<file path="config.mk">
export PLATFORM = sky130hd
export DESIGN_NAME = parser_check_table
export DESIGN_NICKNAME = d
export VERILOG_FILES = /design/src/rtl/parser_check_pkg.sv /design/src/rtl/parser_check_table.sv
export SDC_FILE = /design/constraint.sdc
export NUM_CORES = 1
export LEC_CHECK = 0
export ABC_AREA = 0
export BUFFER_PORTS_ARGS = -buffer_cell sky130_fd_sc_hd__buf_2
export CAP_MARGIN = 20
export CORE_UTILIZATION = 35
export CTS_BUF_LIST = sky130_fd_sc_hd__clkbuf_16
export CTS_CLUSTER_SIZE = 12
export DETAILED_ROUTE_END_ITERATION = 10
export GPL_ROUTABILITY_DRIVEN = 0
export HOLD_SLACK_MARGIN = 0.02
export SKIP_LAST_GASP = 1
export SYNTH_ARGS = -nofsm -noshare
export SYNTH_HDL_FRONTEND = slang
export SYNTH_SLANG_ARGS = --single-unit
</file>
<file path="constraint.sdc">
create_clock -name clk -period 12.99 [get_ports clk]
set_input_delay 1.299 -clock clk [delete_from_list [all_inputs] [get_ports clk]]
set_output_delay 1.299 -clock clk [all_outputs]
set_load 0.005 [all_outputs]
</file>
<file path="src/rtl/parser_check_pkg.sv">
// parser_check_pkg: shared types for the parser stream checker.
// State encodings, error codes and the expected-beat record stored in
// the check table. The record widths follow the package geometry below,
// which is also the default geometry of parser_stream_checker.
package parser_check_pkg;

    localparam int unsigned PC_DATA_W = 64;
    localparam int unsigned PC_BV_W   = PC_DATA_W / 8;
    localparam int unsigned PC_LANES  = 16;
    localparam int unsigned PC_LANE_W = $clog2(PC_LANES);
    localparam int unsigned PC_ADDR_W = 9;
    localparam int unsigned PC_DEPTH  = 16;

    typedef enum logic [3:0] {
        IDLE  = 4'd0,
        ARMED = 4'd1,
        CHECK = 4'd2,
        PASS  = 4'd14,
        FAIL  = 4'd15
    } state_e;

    typedef enum logic [2:0] {
        ERR_NONE    = 3'd0,
        ERR_LANE    = 3'd1,
        ERR_BV      = 3'd2,
        ERR_DATA    = 3'd3,
        ERR_ADDR    = 3'd4,
        ERR_MULTI   = 3'd5,
        ERR_TIMEOUT = 3'd6
    } err_e;

    typedef struct packed {
        logic [PC_DATA_W-1:0] data;
        logic [PC_BV_W-1:0]   bv;
        logic [PC_LANE_W-1:0] lane;
    } beat_t;

    // True when more than one bit of the lane vector is set.
    function automatic logic is_multi_hot(input logic [PC_LANES-1:0] v);
        return (v & (v - {{(PC_LANES-1){1'b0}}, 1'b1})) != {PC_LANES{1'b0}};
    endfunction

endpackage

</file>
<file path="src/rtl/parser_check_table.sv">
// parser_check_table: expected-beat table. Synchronous write, combinational
// read by beat index. Contents are deliberately not reset so a table loaded
// before a reset pulse survives it.
module parser_check_table
    import parser_check_pkg::*;
#(
    parameter int unsigned DEPTH = 16,
    parameter int unsigned IDX_W = $clog2(DEPTH)
) (
    input  logic             clk,
    input  logic             i_we,
    input  logic [IDX_W-1:0] i_widx,
    input  beat_t            i_wentry,
    input  logic [IDX_W-1:0] i_ridx,
    output beat_t            o_rentry
);

    beat_t r_mem [DEPTH];

    // Table write port.
    always_ff @(posedge clk) begin
        if (i_we) begin
            r_mem[i_widx] <= i_wentry;
        end
    end

    assign o_rentry = r_mem[i_ridx];

endmodule

</file>
Yosys cells after proc, flatten, opt, wreduce, memory -nomap -nowiden
Memory sizes are Yosys's and may differ from the RTL's.
Cells that the tools add are included.

storage, ports and cells
  bits in registers = 0
  RAM bits = 1,216
  output and inout port bits = 76
  memories = 1

memories
  memory  depth  bits a word  rd ports  clocked after Yosys merged registers in  write ports  line                      RTL
  r_mem   16     76           1         0                                        1            parser_check_table.sv:18  beat_t r_mem [DEPTH];

operators by class
  muxes and demuxes = 2

operator list
  operator          count
  1-bit 2-to-1 mux  2

Depth between registers and ports, before layout
  depth in word-level cells = 2
  gate-level depth with buffers = 6
  depth with buffers taken out = 3

Least setup slack after synthesis
OpenSTA, ideal clock, no wires.

  path kind = input to register
  from = in i_widx[2]
  to = mem r_mem[0][0] (netlist name), enable pin
  arrival time = 6.967 ns
  required time = 12.385 ns
  setup slack = 5.419 ns
  stages on the path = 2
  cell sequence = or3b_2 -> nor3_1

RTL lines
  element      line                      RTL
  from (decl)  parser_check_table.sv:12  input logic [IDX_W-1:0] i_widx,
  to (decl)    parser_check_table.sv:18

No word-level cell before the write port.

==> metrics.csv <==
metric;value;unit
status;finished clean;
cts_resized;0;
path_clk_slew;0.06;ns
drive_above_1_share;30.78;%
yosysWarningCount;0;
ys_seq_area_share;80.32;%
yosysTopAreaCell;edfxtp_1;
place_ws;6.761;ns
hold_slack;0.9778;ns
fin_tns_setup;0;ns
fin_nets;2189;
layout_common_cells;edfxtp_1, mux4_2, buf_2, a22oi_1, clkbuf_16;
start_kind;input pin;
cts_buffer_depth;3;
grt_max_degree;91;
critPathMaxFanout;58;
route.detailed.drc;0;
p_per_area;151.7;mW/mm²
syn-num-nets;1962;
cts-root-buf;clkbuf_16;
synth.top_cell.area_share;80.32;%
final_common_cell;edfxtp_1;
syn_inst;1876;
viasPerCell;5.351;
fp.dieW;362.4;µm
cts_setup_buffers;0;
multiInputGateArea;0.008541;mm²
ir_drop;115.3;µV
cts_buffers;118;
synthTopCellsByArea;edfxtp_1, mux4_2, a22oi_1;
die_area;0.1313;mm²
post_drt_wl_per_cell;27.37;µm
ys_seq_elements;1216;
portBuffers;161;
top_regs;r_mem (1216);
grt_pass1_wl;153.1;mm
dp_hpwl;53.42;mm
syn_area;0.04546;mm²
gr-total-overflow;0;
postCtsHoldBufs;0;
required;11.69;ns
drtIter0Drc;2040;
drt_wl_total;106.7;mm
worst_slew_pin_slew;1.200;ns
grt_pass1_vias;21440;
arrival;4.75;ns
num_rows;131;
fin_crit_sh;46.60;%
drv_cap;0;
hold_path.class;input pin to flop;
relSlewSlack;20.03;%
fp.coreArea;0.1282;mm²
ioPinCount;162;
syn2layout_area_growth;13.90;%
timing.final.hold_violations;0;
setup_ws;6.937;ns
antenna_found_initial;30;
crit_type;input pin to output pin;
regArea;0.03652;mm²
start_util;35.47;%
p_leak;16.27;nW
htree_levels;3;
post_synth_num_cell_types;17;
syn_area_per_cell;24.23;µm²
grt_use_total;16.18;%
cts_tree;done;
rsz0062_at_grt;false;
vias;20860;
firstDrtPassIters;5;
setup_viol;0;
end_kind;output pin;
num-fill-cells;11180;
die_y;362.4;µm
min_period;6.053;ns
regMostFlops;r_mem;
slew_viol_final;0;
ant_nets;0;
largest_reg_flops;1216;
clock-sinks;1216;
max_freq;165.2;MHz
==> logic make-up after synthesis <==
group | Yosys count | share of synthesized area [%]
multiplexers | 304 | 15.06
AND/OR/NAND/NOR | 103 | 0.9192
AO/OA/AOI/OAI | 152 | 2.510
flip-flops | 1216 | 80.32
buffers and inverters | 101 | 1.189
==> critical path, cell delays in order <==
cell	delay, ns
buf_8	0.50
buf_4	0.78
buf_4	0.82
mux4_2	0.62
a22oi_1	0.15
nand2_1	0.25
buf_2	0.21
==> cell usage after synthesis <==
cell type and number:
edfxtp_1 1216, mux4_2 304, a22oi_1 152, nand2_1 77
clkbuf_1 48, buf_2 21, buf_6 13, nor2_1 13
buf_4 10, buf_1 9, nor3_1 4, nand2b_1 2
nand3b_1 2, nor2b_1 2, and2_1 1, nand3_1 1
or3b_2 1
==> metal layers <==
| metal | global-route usage [%] | wire (µm) | vias to the layer above |
|---|---|---|---|
| met5 | 0 | 179 | - |
| met4 | 3.342 | 1670 | 28 |
| met3 | 3.529 | 7922 | 166 |
| met2 | 25.78 | 51060 | 767 |
| met1 | 22.88 | 45870 | 11350 |
| li1 | - | - | 8551 |
==> through the flow <==
stage | power [mW] | std cells | utilization (%) | area (µm²)
final | 7.855 | 3898 | 40.40 | 51780
after global routing | 8.104 | 3893 | 40.39 | 51770
after detailed placement | 4.915 | 3711 | 37.76 | 48400
after global placement | 4.898 | 3711 | 37.76 | 48400
after floorplan | 4.728 | 1876 | - | 45460
after CTS | 7.935 | 3892 | 40.37 | 51740
==> final cells by class <==
type / instances / area share (%)
antenna: 5 / 0.02416
clock buffer: 121 / 5.848
clock inverter: 60 / 0.5968
multi-input combinational: 559 / 16.49
sequential: 1216 / 70.52
tap: 1729 / 4.178
timing repair buffer: 208 / 2.339
==> power breakdown <==
| group | switching (mW) | internal (mW) | leakage [nW] | total, mW |
|---|---|---|---|---|
| clock | 1.35 | 1.69 | 1.76 | 3.03 |
| sequential | 0.0168 | 4.40 | 11.0 | 4.42 |
| combinational | 0.246 | 0.159 | 3.52 | 0.405 |
==> worst paths after layout <==
kind	from	to	slack, ns	cells past startpoint
max	i_ridx[0]	o_rentry[4]	6.94	7
min	i_wentry[68]	r_mem[6][68]$_DFFE_PP_	0.98	1
No activity file was read; power rests on OpenSTA's default activity.
